===== config.mk =====
export PLATFORM = sky130hd
export DESIGN_NAME = char_blitter_flat
export DESIGN_NICKNAME = d
export VERILOG_FILES = /design/src/rtl/char_blitter_if.sv /design/src/rtl/char_blitter.sv /design/src/flat_wrapper.sv
export SDC_FILE = /design/constraint.sdc
export NUM_CORES = 1
export LEC_CHECK = 0
export CAP_MARGIN = 10
export CORE_ASPECT_RATIO = 0.75
export CORE_MARGIN = 2
export CORE_UTILIZATION = 40
export CTS_BUF_LIST = sky130_fd_sc_hd__clkbuf_4 sky130_fd_sc_hd__clkbuf_8
export DETAILED_ROUTE_END_ITERATION = 7
export GPL_ROUTABILITY_DRIVEN = 0
export GPL_TIMING_DRIVEN = 1
export PLACE_DENSITY = 0.72
export SKIP_LAST_GASP = 1
export SYNTH_ARGS = -nofsm -noshare
export SYNTH_HDL_FRONTEND = slang
export SYNTH_SLANG_ARGS = --single-unit

===== constraint.sdc =====
create_clock -name clock -period 2.9 [get_ports clock]
set_input_delay 0.435 -clock clock [delete_from_list [all_inputs] [get_ports clock]]
set_output_delay 0.435 -clock clock [all_outputs]
set_load 0.005 [all_outputs]

===== src/rtl/char_blitter_if.sv =====
// Bus between the text sequencer / glyph ROM / frame-buffer write port and
// the character blitter. The blitter is the slave; whoever drives the
// character requests and returns ROM data is the master.
interface char_blitter_if #(
  parameter int CHAR_WIDTH = 20
);
  logic                  start;
  logic [7:0]            char_code;
  logic [18:0]           base_addr;
  logic [12:0]           glyph_addr;
  logic [CHAR_WIDTH-1:0] glyph_row;
  logic [18:0]           fb_addr;
  logic [7:0]            fb_data;
  logic                  fb_we;
  logic                  busy;
  logic                  done;

  modport master (
    output start, char_code, base_addr, glyph_row,
    input  glyph_addr, fb_addr, fb_data, fb_we, busy, done
  );

  modport slave (
    input  start, char_code, base_addr, glyph_row,
    output glyph_addr, fb_addr, fb_data, fb_we, busy, done
  );
endinterface


===== src/rtl/char_blitter.sv =====
// Character blitter: renders one glyph into the 640-wide pixel frame buffer.
// Per glyph row: one cycle to present the ROM address, one cycle to latch
// the ROM data, then CHAR_WIDTH cycles writing one pixel each.
module char_blitter #(
  parameter int         CHAR_WIDTH   = 20,
  parameter int         CHAR_HEIGHT  = 30,
  parameter int         SCREEN_WIDTH = 640,
  parameter logic [7:0] FG_COLOR     = 8'hFF,
  parameter logic [7:0] BG_COLOR     = 8'h00
) (
  input  logic           clock,
  input  logic           reset,
  char_blitter_if.slave  bus
);

  localparam int COL_W = $clog2(CHAR_WIDTH);
  localparam int ROW_W = $clog2(CHAR_HEIGHT);

  localparam logic [2:0] IDLE  = 3'd0;
  localparam logic [2:0] FETCH = 3'd1;
  localparam logic [2:0] LOAD  = 3'd2;
  localparam logic [2:0] DRAW  = 3'd3;
  localparam logic [2:0] DONE  = 3'd4;

  logic [2:0]            state_reg;
  logic [COL_W-1:0]      col_reg;
  logic [ROW_W-1:0]      row_reg;
  logic [CHAR_WIDTH-1:0] shift_reg;
  logic [18:0]           row_base_reg;
  logic [12:0]           glyph_addr_reg;
  logic [18:0]           fb_addr_reg;
  logic [7:0]            fb_data_reg;

  // State machine plus all datapath registers. fb_addr/fb_data are loaded one
  // cycle ahead so that they are stable for the whole DRAW cycle they belong
  // to, and simply hold once drawing stops.
  always_ff @(posedge clock or posedge reset) begin
    if (reset) begin
      state_reg      <= IDLE;
      col_reg        <= '0;
      row_reg        <= '0;
      shift_reg      <= '0;
      row_base_reg   <= '0;
      glyph_addr_reg <= '0;
      fb_addr_reg    <= '0;
      fb_data_reg    <= '0;
    end else begin
      case (state_reg)
        IDLE: begin
          if (bus.start) begin
            // Only multiply in the design: seeds the ROM address once per glyph.
            glyph_addr_reg <= 13'(bus.char_code) * 13'(CHAR_HEIGHT);
            row_base_reg   <= bus.base_addr;
            row_reg        <= '0;
            col_reg        <= '0;
            state_reg      <= FETCH;
          end
        end

        FETCH: begin
          // glyph_addr is already on the ROM port; its data appears next cycle.
          state_reg <= LOAD;
        end

        LOAD: begin
          // Column 0 is the ROM word MSB; emit it now, keep the rest shifted.
          shift_reg   <= {bus.glyph_row[CHAR_WIDTH-2:0], 1'b0};
          fb_addr_reg <= row_base_reg;
          fb_data_reg <= bus.glyph_row[CHAR_WIDTH-1] ? FG_COLOR : BG_COLOR;
          col_reg     <= '0;
          state_reg   <= DRAW;
        end

        DRAW: begin
          if (col_reg == COL_W'(CHAR_WIDTH - 1)) begin
            col_reg <= '0;
            if (row_reg < ROW_W'(CHAR_HEIGHT - 1)) begin
              row_reg        <= row_reg + 1'b1;
              glyph_addr_reg <= glyph_addr_reg + 13'd1;
              row_base_reg   <= row_base_reg + 19'(SCREEN_WIDTH);
              state_reg      <= FETCH;
            end else begin
              state_reg <= DONE;
            end
          end else begin
            col_reg     <= col_reg + 1'b1;
            fb_addr_reg <= fb_addr_reg + 19'd1;
            fb_data_reg <= shift_reg[CHAR_WIDTH-1] ? FG_COLOR : BG_COLOR;
            shift_reg   <= {shift_reg[CHAR_WIDTH-2:0], 1'b0};
          end
        end

        DONE: begin
          state_reg <= IDLE;
        end

        default: begin
          state_reg <= IDLE;
        end
      endcase
    end
  end

  // Status strobes decode straight from the state register so that an
  // asynchronous reset clears them in the same cycle.
  assign bus.fb_we      = (state_reg == DRAW);
  assign bus.busy       = (state_reg == FETCH) || (state_reg == LOAD) || (state_reg == DRAW);
  assign bus.done       = (state_reg == DONE);
  assign bus.glyph_addr = glyph_addr_reg;
  assign bus.fb_addr    = fb_addr_reg;
  assign bus.fb_data    = fb_data_reg;

endmodule


===== src/flat_wrapper.sv =====
// flat-port wrapper written by rule: the top's interface ports become plain ports
module char_blitter_flat 
#(
  parameter int         CHAR_WIDTH   = 20,
  parameter int         CHAR_HEIGHT  = 30,
  parameter int         SCREEN_WIDTH = 640,
  parameter logic [7:0] FG_COLOR     = 8'hFF,
  parameter logic [7:0] BG_COLOR     = 8'h00
)
  (clock, reset, bus_start, bus_char_code, bus_base_addr, bus_glyph_row, bus_glyph_addr, bus_fb_addr, bus_fb_data, bus_fb_we, bus_busy, bus_done);
  char_blitter_if #(.CHAR_WIDTH(CHAR_WIDTH)) bus_i ();
  input  logic clock;
  input  logic reset;
  input wire logic [$bits(bus_i.start)-1:0] bus_start;
  input wire logic [$bits(bus_i.char_code)-1:0] bus_char_code;
  input wire logic [$bits(bus_i.base_addr)-1:0] bus_base_addr;
  input wire logic [$bits(bus_i.glyph_row)-1:0] bus_glyph_row;
  output wire logic [$bits(bus_i.glyph_addr)-1:0] bus_glyph_addr;
  output wire logic [$bits(bus_i.fb_addr)-1:0] bus_fb_addr;
  output wire logic [$bits(bus_i.fb_data)-1:0] bus_fb_data;
  output wire logic [$bits(bus_i.fb_we)-1:0] bus_fb_we;
  output wire logic [$bits(bus_i.busy)-1:0] bus_busy;
  output wire logic [$bits(bus_i.done)-1:0] bus_done;
  assign bus_i.start = bus_start;
  assign bus_i.char_code = bus_char_code;
  assign bus_i.base_addr = bus_base_addr;
  assign bus_i.glyph_row = bus_glyph_row;
  assign bus_glyph_addr = bus_i.glyph_addr;
  assign bus_fb_addr = bus_i.fb_addr;
  assign bus_fb_data = bus_i.fb_data;
  assign bus_fb_we = bus_i.fb_we;
  assign bus_busy = bus_i.busy;
  assign bus_done = bus_i.done;
  char_blitter #(.CHAR_WIDTH(CHAR_WIDTH), .CHAR_HEIGHT(CHAR_HEIGHT), .SCREEN_WIDTH(SCREEN_WIDTH), .FG_COLOR(FG_COLOR), .BG_COLOR(BG_COLOR)) u_core (.clock(clock), .reset(reset), .bus(bus_i));
endmodule

==> run summary <==
Status: complete, no violations
WL per Instance: 16.0 um
Reg-to-reg endpoint: u_core.shift_reg[5]$_DFFE_PP0P_
Critical path class: in2reg
R2R setup slack: 0.62 ns
Initial antenna violation count: 0
Post-route minimum period: 2.85 ns
Crit path launch type: input port
Clk sinks: 84
Total core area: 12900 um^2
CP required: 3.20 ns
Clock-pin slew on the worst setup and hold paths: 0.09 ns
Register bit total from synthesis: 84
Worst Path Buf+Inv: 3
Clock Tree Buf Depth: 2
Clock Tree Root: clkbuf_8
Routed Antenna Nets: 0
Grt total ovfl: 0
Final hold slack: 0.502 ns
Final WL: 14100 um
Total power divided by cell area: 452 nW/um^2
Synth area leaders: dfrtp_1, nand2_1, fa_1
Critical Path Most Common Cell: fa_1
Die area: 14100 um^2
Worst slew margin: 46.6%
Routed via count: 4950
TritonCTS clock tree: yes
Final Hold Vio Count: 0
Synthesized area per cell: 8.76 um^2
Tot Pwr: 0.00310 W
Max-Cap Viols: 0
Period utilisation layout: 98.2%
Leading area contributor after synthesis: dfrtp_1
Antenna Cells: 0
Setup TNS: 0 ns
Final non-filler cell area: 6860 um^2
Post-synth net total: 684
First-pass GRT wire length: 22900 um
Worst min path class: in2async
Sequential area share after synthesis: 39.9%
Pin count of the biggest net entering global routing: 66
FF-to-FF path depth: 6
Setup Skew: 0.0127 ns
GRT Util Overall: 20.5%
Rows: 36
Chip width: 136 um
Fillers: 1123
Inserted Clock Buffers: 9
Htree depth: 3
Cell area after synthesis: 5260 um^2
Reg2Reg Launch Point: u_core.col_reg[0]$_DFFE_PP0P_
Worst path slowest cell: fa_1
Post-DP HPWL: 10000 um
Drt pass-1 iters: 5
CP delay by family, top: adder cells
Worst EP arrival: 3.15 ns
Drt via density: 5.61
Critical Path Max Stage Delay: 0.56 ns
Vias in the first global route: 4604
Fin nets: 789
Endpoints failing setup: 0
IO Pins: 93
Peak supply drop: 0.211 mV
Leakage: 2.98 nW
Placed inst area: 6520 um^2
Top_reg_cell synth: dfrtp_1
Final Core Density: 53.0%
RSZ-0062 raised after global routing: yes
Max Fanout on Critical Path: 4
Post-Synthesis Cells: 601
Max Slew Vio Count: 0
Clk Latency, worst-skew pair: 0.36 ns
Synth unique cells: 60
Slew @ Worst Pin: 0.798 ns
CTS hold repair buffers: 0
Number of warnings issued by yosys: 0
Top-area cell type share of the netlist area: 39.9%
Port bufs: 92
Initial DRC count: 380
Fmax: 0.351 GHz
Fraction of layout cells with a size suffix above 1: 13.4%
Post-synthesis async set-or-reset flop share: 100%
Area Overhead vs Synth: 30.3%
Die Ht: 103 um
Crit path capture type: flop
Cells along the critical path: clkbuf_2, clkinvlp_4, fa_1, fa_1, inv_1, ha_4, o21ai_0, nor2_1, a211oi_2, or4b_1, nand3_1
DRC Markers: 0
Number of synthesized flops with an enable pin: 0
Initial Util: 40.7%
[worst max-delay path by stage]
stage | start | end | slack, ns | depth (start not counted)
2_1_floorplan | bus_char_code[3] | u_core.bus.glyph_addr[12]$_DFFE_PP0P_ | 0.03 | 10
3_3_place_gp | bus_char_code[1] | u_core.bus.glyph_addr[12]$_DFFE_PP0P_ | -0.59 | 11
3_5_place_dp | bus_char_code[4] | u_core.bus.glyph_addr[12]$_DFFE_PP0P_ | -0.64 | 11
4_1_cts | bus_char_code[6] | u_core.bus.glyph_addr[12]$_DFFE_PP0P_ | -0.03 | 11
5_1_grt | bus_char_code[3] | u_core.bus.glyph_addr[12]$_DFFE_PP0P_ | -0.03 | 11
6_report | bus_char_code[4] | u_core.bus.glyph_addr[12]$_DFFE_PP0P_ | 0.05 | 11
[worst register-to-register path: stages (launching register included)]
cell	delay, ns
dfrtp_1	0.42
ha_1	0.26
and4bb_2	0.33
a21boi_4	0.66
buf_4	0.32
nor2_1	0.05
a31oi_1	0.16
[metrics by stage]
step / instances / setup slack (ns)
final: 882 / 0.0512
after detailed placement: 860 / -0.637
after global placement: 860 / -0.590
after floorplan: 601 / 0.0300
after global routing: 882 / -0.0347
after CTS: 878 / -0.0257
[power by group]
part | total (W) | internal [W] | switching (W)
sequential | 0.00133 | 0.00124 | 0.0000884
combinational | 0.000853 | 0.000469 | 0.000384
clock | 0.000915 | 0.000474 | 0.000441
[timing repair]
| action | 4_1_cts | 5_1_grt |
|---|---|---|
| endpoints found under the setup margin | 7 | 6 |
| gates resized for setup | 15 | 15 |
| buffers inserted | 2 | 4 |
| pin swaps | 9 | 14 |
[routing by layer]
metal / up-vias / track usage [%] / routed length [um]
li1: 2352 / - / -
met1: 2437 / 29.1 / 6500
met2: 149 / 33.1 / 6830
met3: 12 / 3.31 / 671
met4: 0 / 4.97 / 117
met5: - / 0 / 0
[cell type report]
cell class	instances	area, um^2	share of cell area (%)
Tap cell	171	214	3.12
Inverter	37	148	2.15
Multi-Input combinational cell	438	2900	42.3
Clock buffer	12	165	2.41
Timing Repair Buffer	136	1270	18.5
Clock inverter	4	55.1	0.803
Sequential cell	84	2100	30.7
[layout by cell type, fill, tap and decap left out, types with 3 or more instances in the layout]
cell type / instances
a21oi_1: 48
mux2_2: 7
dfrtp_1: 84
o21ai_1: 6
a31oi_1: 24
o21a_1: 3
clkdlybuf4s50_1: 85
and4_1: 5
clkbuf_8: 12
nand2_1: 91
or3_1: 5
inv_2: 4
nor2_1: 37
o2bb2a_1: 3
a22oi_1: 6
fa_1: 10
xor2_1: 8
o2111ai_1: 3
clkinvlp_4: 3
nor3_1: 11
inv_1: 30
buf_4: 42
o32ai_1: 3
ha_1: 17
fa_2: 3
nand4_1: 3
a2bb2oi_1: 8
o21ai_0: 39
nand3_1: 28
and3_1: 5
ha_4: 3
o22ai_1: 16
[cells by family after synthesis]
group,count (synthesis),share of synthesized area (%)
compound gates,186,22.3
xor+xnor,10,1.66
simple gates,200,17.6
fa+ha+maj,33,9.70
mux,9,1.88
buf+inv,79,6.85
flops,84,39.9
[synthesized netlist by cell type (13+ instances only)]
master and n:
buf_2 18, a31oi_1 24, o22ai_1 16, nand3_1 28, fa_1 13, ha_1 20
o21ai_0 41, inv_1 36, dfrtp_1 84, nand2_1 92, nor2_1 37, a21oi_1 49
Power figures use the tool's default switching activity.
